**config.mk**
```make
export PLATFORM = sky130hd
export DESIGN_NAME = mc_ctrl
export DESIGN_NICKNAME = d
export VERILOG_FILES = /design/src/rtl/mc_ctrl.sv
export SDC_FILE = /design/constraint.sdc
export NUM_CORES = 1
export LEC_CHECK = 0
export CAP_MARGIN = 30
export CORE_UTILIZATION = 45
export DETAILED_ROUTE_END_ITERATION = 6
export DONT_BUFFER_PORTS = 1
export SLEW_MARGIN = 10
export SYNTH_ARGS = -nofsm -noshare
export SYNTH_HDL_FRONTEND = slang
export SYNTH_SLANG_ARGS = --single-unit
export TNS_END_PERCENT = 10
```
**constraint.sdc**
```tcl
create_clock -name clk -period 4.7 [get_ports clk]
set_clock_uncertainty 0.05 [all_clocks]
set_input_delay 0.47 -clock clk [delete_from_list [all_inputs] [get_ports clk]]
set_output_delay 0.47 -clock clk [all_outputs]
set_load 0.03 [all_outputs]
```
**src/rtl/mc_ctrl.sv**
```systemverilog
// mc_ctrl - multi-cycle control sequencer for the MIPS-subset datapath.
//
// Steps each instruction through FETCH/DECODE/EXEC/MEM/WB so that one memory
// port, one ALU and one register file can be shared between the steps.
// The opcode and funct are latched at the end of FETCH. Every datapath
// enable and mux select is driven from here. Retired instructions are
// counted, and an illegal encoding parks the block in HALT until reset.
//
// Ports
//   clk           rising-edge clock
//   resetN        synchronous active-low reset
//   instr         memory read data (sampled at the end of FETCH)
//   aluZero       ALU flags; the datapath uses them for the BNE decision
//   aluOverflow
//   pcWe, irWe, memWe, regWe   write enables, all gated by resetN
//   memAddrSel    0 = PC, 1 = ALU result
//   regWAddrCtrl  0 = rt, 1 = rd, 2 = r31
//   regDInCtrl    0 = ALU, 1 = memory data, 2 = PC+4
//   aluBSrcCtrl   0 = rt data, 1 = sign-extended immediate
//   aluCmd        0 = ADD, 1 = SUB, 2 = XOR, 3 = SLT
//   pcSrcCtrl     0 = PC+4, 1 = jump target, 2 = rs data, 3 = branch result
//   state         current state encoding
//   retired       completed-instruction count (wraps)
//   halted        high while in HALT
//
// state  | meaning
// -------+---------------------------------------------------------
// FETCH  | read instr at PC, load IR, latch opcode/funct
// DECODE | classify instruction; illegal encodings go to HALT
// EXEC   | ALU op; jumps and branches write the PC here and finish
// MEM    | data memory access for LW/SW; SW finishes here
// WB     | register write-back and PC+4 update
// HALT   | illegal instruction seen; idle until reset

module mc_ctrl (
  input  logic        clk,
  input  logic        resetN,
  input  logic [31:0] instr,
  input  logic        aluZero,
  input  logic        aluOverflow,
  output logic        pcWe,
  output logic        irWe,
  output logic        memAddrSel,
  output logic        memWe,
  output logic        regWe,
  output logic [1:0]  regWAddrCtrl,
  output logic [1:0]  regDInCtrl,
  output logic        aluBSrcCtrl,
  output logic [2:0]  aluCmd,
  output logic [1:0]  pcSrcCtrl,
  output logic [2:0]  state,
  output logic [31:0] retired,
  output logic        halted
);

  typedef enum logic [2:0] {
    S_FETCH  = 3'd0,
    S_DECODE = 3'd1,
    S_EXEC   = 3'd2,
    S_MEM    = 3'd3,
    S_WB     = 3'd4,
    S_HALT   = 3'd7
  } state_e;

  typedef enum logic [3:0] {
    I_ADD, I_SUB, I_SLT, I_JR, I_ADDI, I_XORI,
    I_LW, I_SW, I_BNE, I_J, I_JAL, I_ILL
  } instr_e;

  localparam logic [5:0] OP_RTYPE = 6'h00;
  localparam logic [5:0] OP_J     = 6'h02;
  localparam logic [5:0] OP_JAL   = 6'h03;
  localparam logic [5:0] OP_BNE   = 6'h05;
  localparam logic [5:0] OP_ADDI  = 6'h08;
  localparam logic [5:0] OP_XORI  = 6'h0E;
  localparam logic [5:0] OP_LW    = 6'h23;
  localparam logic [5:0] OP_SW    = 6'h2B;

  localparam logic [5:0] FN_JR    = 6'h08;
  localparam logic [5:0] FN_ADD   = 6'h20;
  localparam logic [5:0] FN_SUB   = 6'h22;
  localparam logic [5:0] FN_SLT   = 6'h2A;

  localparam logic [2:0] ALU_ADD  = 3'd0;
  localparam logic [2:0] ALU_SUB  = 3'd1;
  localparam logic [2:0] ALU_XOR  = 3'd2;
  localparam logic [2:0] ALU_SLT  = 3'd3;

  state_e      state_q, state_d;
  logic [5:0]  opcode_q;
  logic [5:0]  funct_q;
  logic [31:0] retired_q;

  instr_e      kind;
  logic [2:0]  alu_cmd_k;
  logic        alu_b_k;
  logic        pc_we_raw, ir_we_raw, mem_we_raw, reg_we_raw;

  // Only the opcode/funct fields matter to control; the ALU flags are
  // consumed by the datapath's branch logic, not here.
  logic        unused_inputs;
  assign unused_inputs = ^{instr[25:6], aluZero, aluOverflow};

  always_comb begin
    kind = I_ILL;
    case (opcode_q)
      OP_RTYPE: begin
        case (funct_q)
          FN_ADD:  kind = I_ADD;
          FN_SUB:  kind = I_SUB;
          FN_SLT:  kind = I_SLT;
          FN_JR:   kind = I_JR;
          default: kind = I_ILL;
        endcase
      end
      OP_J:    kind = I_J;
      OP_JAL:  kind = I_JAL;
      OP_BNE:  kind = I_BNE;
      OP_ADDI: kind = I_ADDI;
      OP_XORI: kind = I_XORI;
      OP_LW:   kind = I_LW;
      OP_SW:   kind = I_SW;
      default: kind = I_ILL;
    endcase
  end

  // ALU setting chosen in EXEC; WB keeps the same values so the ALU result
  // stays stable while the register file captures it.
  always_comb begin
    alu_cmd_k = ALU_ADD;
    alu_b_k   = 1'b0;
    case (kind)
      I_SUB:  alu_cmd_k = ALU_SUB;
      I_SLT:  alu_cmd_k = ALU_SLT;
      I_BNE:  alu_cmd_k = ALU_SUB;
      I_ADDI: alu_b_k   = 1'b1;
      I_XORI: begin
        alu_cmd_k = ALU_XOR;
        alu_b_k   = 1'b1;
      end
      I_LW:   alu_b_k   = 1'b1;
      I_SW:   alu_b_k   = 1'b1;
      default: ;
    endcase
  end

  always_comb begin
    state_d = state_q;
    case (state_q)
      S_FETCH:  state_d = S_DECODE;
      S_DECODE: state_d = (kind == I_ILL) ? S_HALT : S_EXEC;
      S_EXEC: begin
        case (kind)
          I_ADD, I_SUB, I_SLT, I_ADDI, I_XORI: state_d = S_WB;
          I_LW, I_SW:                          state_d = S_MEM;
          default:                             state_d = S_FETCH;
        endcase
      end
      S_MEM:    state_d = (kind == I_SW) ? S_FETCH : S_WB;
      S_WB:     state_d = S_FETCH;
      S_HALT:   state_d = S_HALT;
      default:  state_d = S_HALT;
    endcase
  end

  always_comb begin
    pc_we_raw    = 1'b0;
    ir_we_raw    = 1'b0;
    mem_we_raw   = 1'b0;
    reg_we_raw   = 1'b0;
    memAddrSel   = 1'b0;
    regWAddrCtrl = 2'd0;
    regDInCtrl   = 2'd0;
    aluBSrcCtrl  = 1'b0;
    aluCmd       = ALU_ADD;
    pcSrcCtrl    = 2'd0;
    case (state_q)
      S_FETCH: ir_we_raw = 1'b1;
      S_EXEC: begin
        aluCmd      = alu_cmd_k;
        aluBSrcCtrl = alu_b_k;
        case (kind)
          I_BNE: begin
            pcSrcCtrl = 2'd3;
            pc_we_raw = 1'b1;
          end
          I_J: begin
            pcSrcCtrl = 2'd1;
            pc_we_raw = 1'b1;
          end
          I_JAL: begin
            pcSrcCtrl    = 2'd1;
            pc_we_raw    = 1'b1;
            reg_we_raw   = 1'b1;
            regWAddrCtrl = 2'd2;
            regDInCtrl   = 2'd2;
          end
          I_JR: begin
            pcSrcCtrl = 2'd2;
            pc_we_raw = 1'b1;
          end
          default: ;
        endcase
      end
      S_MEM: begin
        memAddrSel  = 1'b1;
        aluCmd      = ALU_ADD;
        aluBSrcCtrl = 1'b1;
        if (kind == I_SW) begin
          mem_we_raw = 1'b1;
          pc_we_raw  = 1'b1;
        end
      end
      S_WB: begin
        reg_we_raw   = 1'b1;
        pc_we_raw    = 1'b1;
        aluCmd       = alu_cmd_k;
        aluBSrcCtrl  = alu_b_k;
        regWAddrCtrl = (opcode_q == OP_RTYPE) ? 2'd1 : 2'd0;
        regDInCtrl   = (kind == I_LW) ? 2'd1 : 2'd0;
      end
      default: ;
    endcase
  end

  // Gating with resetN guarantees no write escapes in a reset cycle, even
  // when reset lands in the middle of an instruction.
  assign pcWe  = pc_we_raw  & resetN;
  assign irWe  = ir_we_raw  & resetN;
  assign memWe = mem_we_raw & resetN;
  assign regWe = reg_we_raw & resetN;

  always_ff @(posedge clk) begin
    if (!resetN) begin
      state_q   <= S_FETCH;
      opcode_q  <= 6'd0;
      funct_q   <= 6'd0;
      retired_q <= 32'd0;
    end else begin
      state_q <= state_d;
      if (state_q == S_FETCH) begin
        opcode_q <= instr[31:26];
        funct_q  <= instr[5:0];
      end
      if (pcWe) begin
        retired_q <= retired_q + 32'd1;
      end
    end
  end

  assign state   = state_q;
  assign retired = retired_q;
  assign halted  = (state_q == S_HALT);

endmodule
```
* Word level (Yosys, flattened, before mapping) *
Index checks and enable logic that the tools add are counted.

word-level totals
  bits in registers = 47
  word-level logic and storage cells = 71
  output and inout bits = 51
  bits of input ports = 36

cells by class
  bitwise gates (word level) = 4
  equality and inequality tests = 27
  add/sub/neg operators = 1
  mux-type cells = 25
  reductions and logical operators = 10

operators with widths
  operator                                             number
  adder 32 x 1 -> 32 bit, second input constant        1
  one-hot mux 4 bit (8 select lines)                   1
  equality test 6 bit, second input constant           5
  equality test 6 x 4 -> 1 bit, second input constant  3
  equality test 4 x 3 -> 1 bit, second input constant  4
  equality test 4 bit, second input constant           4
  one-hot mux 4 bit (4 select lines)                   1
  one-hot mux 3 bit (5 select lines)                   1
  equality test 6 x 2 -> 1 bit, second input constant  2
  one-hot mux 2 bit (3 select lines)                   2
  2-to-1 mux 1 bit                                     9
  2-to-1 mux 3 bit                                     3
  equality test 4 x 2 -> 1 bit, second input constant  2
  one-hot mux 2 bit (2 select lines)                   2
  OR reduction 2 bit                                   4
  OR reduction 4 bit                                   2
  equality test 3 x 2 -> 1 bit, second input constant  2
  equality test 3 bit, second input constant           2
  equality test 6 x 3 -> 1 bit, second input constant  1
  logical NOT 6 bit                                    1
  one-hot mux 3 bit (2 select lines)                   1
  OR reduction 5 bit                                   1
  AND 1 bit                                            4
  equality test 4 x 1 -> 1 bit, second input constant  1
  6 further kinds                                      8

* Longest topological paths before layout *
  depth after elaboration = 8
  depth in mapped cells = 9

* Least setup slack after synthesis *
OpenSTA, ideal clock, no wires.

  path type = register to output
  start point = register opcode_q[2]
  end point = output pcWe
  arrival time = 2.174 ns
  required time = 4.180 ns
  cell stages (with the launch flop) = 9
  slack = 2.006 ns
  cells stage by stage = dfxtp_1 buf_6 nor3b_2 nand2_1 a221oi_2 nor2_2 or3_4 buf_6 a21oi_1

between the ends
  cells in the longest elaborated chain, start to end = 7

RTL lines
  what                                                                 RTL line  RTL
  from (decl)                                                          90        logic [5:0] opcode_q;
  from (signal assigned)                                               242       opcode_q <= instr[31:26];
  equality test 6 bit, or another cell as far along                    106       case (opcode_q)
  one-hot mux 4 bit (8 select lines) (*)                               106
  equality test 4 bit or equality test 4 x 2 -> 1 bit (tied branches)  182       case (kind)
  OR reduction 4 bit (no line)                                         --
  2-to-1 mux 1 bit                                                     182
  one-hot mux 1 bit (3 select lines) (*)                               177       case (state_q)
  AND 1 bit (*)                                                        228       assign pcWe = pc_we_raw & resetN;
  to (decl)                                                            41        output logic pcWe,

Mark *: on every way between the ends. The rest lies on a longest branch, timed or not.

* Final worst setup path *
Ends and elaborated chain as after synthesis.

==> flow_summary.yaml <==
setup_path:
  start_kind: "register"
  path_class: "register to primary output"
  r2r_cells: 7
  crit_path_start: "opcode_q[2]"
  cp_slowest_cell: "dfxtp_1"
  cp.required_ns: 4.18
  critPathMaxStageDelay_ns: 0.65
  path_cells: "nor3_1, and2_0, a221oi_2, nor2_2, or3_4, a21oi_1"
  crit_arrival_ns: 2.90
  path_max_fanout: 16
  r2r_slack_ns: 1.99
  reg2reg_from: "opcode_q[2]"
  end_kind: "primary output"
finish:
  fill_cells: 662
  drive_gt1_share_pct: 10.4
  fin_nets: 412
  seq_area_um2: 941
  syn_to_final_growth_pct: 1.52
  diodes: 0
  stdcell_area_mm2: 0.00310
  final_cells: 453
  multi_input_area_mm2: 0.00192
detailed_routing:
  via_per_inst: 5.85
  drc: 6
  initialDrtViolationCount: 189
  postRouteAntennaNets: 0
  num_vias: 2652
  drt_first_pass_iters: 7
  wl_um: 7000
  wl_per_cell_um: 15.5
sta:
  fmax_mhz: 292
  final.setup.tns_ns: 0
  final.period_utilization_pct: 72.8
  worst_pin_slew_ns: 0.965
  slew_headroom_pct: 35.2
  slew_violations: 0
  timing.final.ws_setup_ns: 1.28
  rsz0062_at_grt: "false"
  fin_crit_ns: 3.42
  timing.final.hold_violations: 0
  setup_viol: 0
die:
  initial_utilization_pct: 47.3
  core_mm2: 0.00646
  die_area_mm2: 0.00712
  fp-row-count: 29
  die_w_um: 84.4
  dieHeight_um: 84.4
  pin_count: 87
synth:
  synth_edf_count: 0
  yosys.area.top_type: "dfxtp_1"
  avgSynthCellArea_um2: 7.85
  yosys.area.top_type_share_pct: 30.8
  ys_ff_latch: 47
  async_flop_share_pct: 0
  ys.flop_type: "dfxtp_1"
  netlist_instances: 389
  ys_seq_area_share_pct: 30.8
  netlist_area_mm2: 0.00305
  synthTopCellsByArea: "dfxtp_1, mux2i_1, nand2_1"
  synth.distinct_cells: 64
  syn_nets: 426
  ys_warn_count: 0
run_status:
  violations: "DRC"
  status: "finished with violations"
clock_tree:
  cts_made_buffers: 5
  cts_root_buffer: "clkbuf_8"
  cts_tree: "yes"
  clkSinkCount: 47
  clkSlewWorstSetupHoldPaths_ns: 0.09
  cts_resized: 0
  postCtsSetupBuffers: 0
  cts_buffer_depth: 2
  clkLatencyLatePin_ns: 0.30
  h-tree-depth: 2
  cts_hold_buf: 0
hold_path:
  hold_depth: 2
  hold_path.startpoint: "instr[0]"
  hold_path.class: "primary input to register"
power_and_ir_drop:
  ir_worst_vdd_v: 0.000199
  leakage_nw: 1.03
  powerDensity_mw_per_mm2: 474
grt:
  grt_first_pass_wirelength_um: 11800
  antenna_found_initial: 0
  grt_pass1_vias: 2408
  grt_overflow: 0
  grt_usage_pct: 20.2
  grt_max_degree: 59
placed_design:
  dp_slack_ns: 1.62
  dpl_cell_area_mm2: 0.00301
  gp_congestion: 0.874
  placedCellCount: 445
  io_buffers: 0
  dp_hpwl_um: 4930
job:
  drv_cap: 0
final timing paths:
| check | end |
|---|---|
| max | pcWe |
| min | funct_q[0] |
| max reg2reg | retired[7] |
| min reg2reg | funct_q[4] |
synthesized netlist by cell type, types with 2 or more instances:
library cell	instances
buf_2	2
mux2i_1	28
inv_1	7
nand4_1	5
a21oi_1	39
nand3b_1	2
and2_1	4
o21a_1	3
dfxtp_1	47
and4bb_2	2
o21ai_0	9
a211oi_1	2
nor3_2	3
nand2b_1	29
buf_4	3
a211oi_2	3
o31a_2	2
nand3_1	19
xnor2_1	3
nor2b_1	3
nor3_1	12
and4_1	7
and3_1	5
a21o_1	2
a21boi_0	6
nor2_1	15
buf_6	5
clkbuf_1	12
nand2_1	72
o21ai_2	3
or3_1	2
worst max-delay path, delay by kind of cell, from the launching register on:
| family | cells | cell delay (ns) |
|---|---|---|
| and+or+nand+nor | 4 | 1.03 |
| AOI/OAI and AO/OA | 2 | 0.91 |
| DFF | 1 | 0.65 |
power breakdown:
part	switching, mW	internal (mW)
Sequential	0.145	0.448
Clock	0.149	0.105
Combinational	0.392	0.232
through the flow:
step / total power [mW] / hold WS (ns) / util [%]
6_report: 1.47 / 0.244 / 48.0
5_1_grt: 1.58 / 0.238 / 48.0
4_1_cts: 1.48 / 0.240 / 48.0
3_5_place_dp: 1.22 / 0.411 / 46.6
3_3_place_gp: 1.22 / 0.408 / 46.6
2_1_floorplan: 1.13 / 0.397 / -
cell type report:
cell class              instances  area share (%)
clock buffers                   5            2.22
multi-input cells             310            62.0
clock inverters                 3           0.605
repair buffers                  4           0.888
well taps                      77            3.11
inverters                       7           0.847
flip-flops and latches         47            30.3
logic make-up after synthesis:
group           after synthesis  share of synthesized area, %
compound gates               88                          19.9
fa+ha+maj                     1                         0.410
flops                        47                          30.8
mux                          28                          9.18
xor+xnor                      3                         0.860
simple gates                189                          32.4
other cells                   1                         0.123
buf+inv                      32                          6.27
layout by cell type, fill, tap and decap left out, types with 2 or more instances in the layout:
cell type / Yosys / final
nand4_1: 5 / 5
o21a_1: 3 / 3
o31a_2: 2 / 2
clkinv_2: 0 / 2
nand2b_1: 29 / 29
nand2_1: 72 / 72
nor3_2: 3 / 3
and4_1: 7 / 7
a21oi_1: 39 / 39
clkbuf_8: 1 / 5
and2_1: 4 / 4
nand3b_1: 2 / 2
buf_4: 3 / 3
and3_1: 5 / 5
xnor2_1: 3 / 3
nor2b_1: 3 / 3
or3_1: 2 / 2
o21ai_0: 9 / 9
o21ai_2: 3 / 3
and4bb_2: 2 / 2
a21boi_0: 6 / 6
mux2i_1: 28 / 28
nor2_1: 15 / 15
a21o_1: 2 / 2
inv_1: 7 / 7
a211oi_1: 2 / 2
nor3_1: 12 / 12
a211oi_2: 3 / 3
dfxtp_1: 47 / 47
nand3_1: 19 / 19
per-layer routing:
| layer | up-vias | track usage [%] | share of wire (%) |
|---|---|---|---|
| met5 | - | 0 | 0 |
| met2 | 67 | 30.3 | 43 |
| met3 | 5 | 5.11 | 5.8 |
| met4 | 0 | 4.62 | 0.69 |
| li1 | 1347 | - | - |
| met1 | 1233 | 29.1 | 50 |
registers in the layout, indices dropped and copies added (netlist names):
signal    cells
funct_q       6
opcode_q      6
retired      32
state         3
Power figures use the tool's default switching activity.
==> RTL change, RTL diff (config.mk and constraints unchanged) <==
Reset style: asynchronous (`resetN`), changed in one clocked block. Comments in the files are not updated.
--- a/src/rtl/mc_ctrl.sv
+++ b/src/rtl/mc_ctrl.sv
@@ -230,7 +230,7 @@
   assign memWe = mem_we_raw & resetN;
   assign regWe = reg_we_raw & resetN;
 
-  always_ff @(posedge clk) begin
+  always_ff @(posedge clk or negedge resetN) begin
     if (!resetN) begin
       state_q   <= S_FETCH;
       opcode_q  <= 6'd0;
Function: differs if resetN is asserted again (counterexample within 4 cycles, from zero or initial values and one cycle with resetN low); with resetN held inactive, the same outputs for 10 cycles.
==> RTL change against the unedited design <==
Synthesized cell count down 27%; sequential cell count unchanged; setup slack better by 0.025 ns; routed wire length is 13% lower; register-to-register slack worse by 0.09 ns; design area is 4.8% lower; area after synthesis is 10% lower; maximum frequency grew 0.75%; final cell count shrank 21%; highest routed layer unchanged.
Power is not compared: it rests on default switching activity, and its combinational part moved more than twofold at a synthesized area within 25%.
==> RTL change: results (changes against the unedited design) <==
STATUS='complete, no violations'  # was complete, but fails checks
FINAL.MIN_CLOCK_PERIOD_NS=3.39  # was 3.42 ns
VIA_COUNT_OF_THE_FIRST_GLOBAL_ROUTING_PASS=1903  # was 2408
SYNTH_TOP_CELLS_BY_COUNT='sky130_fd_sc_hd__dfrtp_1, sky130_fd_sc_hd__nand2_1, sky130_fd_sc_hd__nor2_1, sky130_fd_sc_hd__xnor2_1, sky130_fd_sc_hd__nor3_1'  # was sky130_fd_sc_hd__nand2_1, sky130_fd_sc_hd__dfxtp_1, sky130_fd_sc_hd__a21oi_1, sky130_fd_sc_hd__nand2b_1, sky130_fd_sc_hd__mux2i_1
LARGEST_INCREMENTAL_DELAY_ON_THE_CRITICAL_PATH_NS=0.58  # was 0.65 ns
HOLD_PATH_STARTPOINT='instr[29]'  # was instr[0]
DRT_WL_TOTAL_UM=6080  # was 7000 um
POSTSYNTH.ASYNCRESETSHARE=1.00  # was 0
SYN_NETS=322  # was 426
AREA_CONTRIBUTORS_POST_SYNTH='sky130_fd_sc_hd__dfrtp_1, sky130_fd_sc_hd__xnor2_1, sky130_fd_sc_hd__xor2_1'  # was sky130_fd_sc_hd__dfxtp_1, sky130_fd_sc_hd__mux2i_1, sky130_fd_sc_hd__nand2_1
WORST_R2R_ENDPOINT='retired[31]'  # was retired[7]
DRT-VIAS-PER-INSTANCE=5.86  # was 5.85
SYNTH_COMPOUND_GATE_AREA_SHARE=0.0930  # was 0.199
TIMING.HOLD.WORST_ENDPOINT='opcode_q[3]'  # was funct_q[0]
POST_SYNTH_FA_HA_MAJ_AREA_FRACTION=0.00456  # was 0.00410
TRACK_USAGE=0.200  # was 0.202
SYNTH_MUX_AREA_FRAC=0.0369  # was 0.0918
SYNTH_XOR_AREA_FRAC=0.109  # was 0.00860
SYNTHESIS.INSTANCES=285  # was 389
WORST_EP_ARRIVAL_TIME_NS=2.87  # was 2.90 ns
FIN_WORST_HOLD_SLACK_NS=0.231  # was 0.244 ns
FIRSTDRTPASSITERS=4  # was 7
FIRST_PASS_GRT_WIRE_LENGTH_UM=9720  # was 11800 um
CRITICAL_PATH.REG2REG.STARTPOINT='retired[2]'  # was opcode_q[2]
CRITICAL-PATH-SLOWEST-CELL='sky130_fd_sc_hd__dfrtp_1'  # was sky130_fd_sc_hd__dfxtp_1
TIMING.MAX_SLEW.REL_SLACK=0.351  # was 0.352
DRIVE_GT1_FRAC=0.141  # was 0.104
DR.FIRST_ITER.DRC_COUNT=193  # was 189
PORTION_OF_THE_POST_SYNTHESIS_AREA_USED_BY_SEQUENTIAL_ELEMENTS=0.429  # was 0.308
DP_CELLS=348  # was 445
LARGEST_NET_DEGREE_AT_THE_START_OF_GLOBAL_ROUTING=48  # was 59
WORST_SETUP_PATH_STARTPOINT='opcode_q[0]'  # was opcode_q[2]
DPL_WORST_SLACK_NS=1.65  # was 1.62 ns
[RTL change: timing repair]
action                     in CTS  in global routing
setup endpoints to repair       0                  0
resized for setup               0                  0
hold buffers                    2                  0
hold endpoints to repair       47                  0
[RTL change: critical path: cells and delay by family, from the launching register on]
kind               cells  cell delay [ns]
AOI/OAI and AO/OA      3             0.54
and+or+nand+nor        4             1.44
DFF                    1             0.58
[RTL change: per-layer routing]
layer  wire [um]  track usage
met1        2820        0.284
met2        2700        0.289
met3         484       0.0648
met4          76       0.0589
met5           0            0
[RTL change: layout make-up]
type | count | area, sq um
multi-input cells | 213 | 1440
repair buffers | 5 | 60.1
well taps | 75 | 93.8
inverters | 10 | 40.0
clock inverters | 3 | 71.3
clock buffers | 5 | 68.8
flip-flops and latches | 47 | 1180
fillers | 567 | 2940
[RTL change: report_power, final]
part | internal, mW | switching [mW]
sequential | 0.416 | 0.0373
combinational | 0.0301 | 0.0545
clock | 0.216 | 0.148
total | 0.662 | 0.240
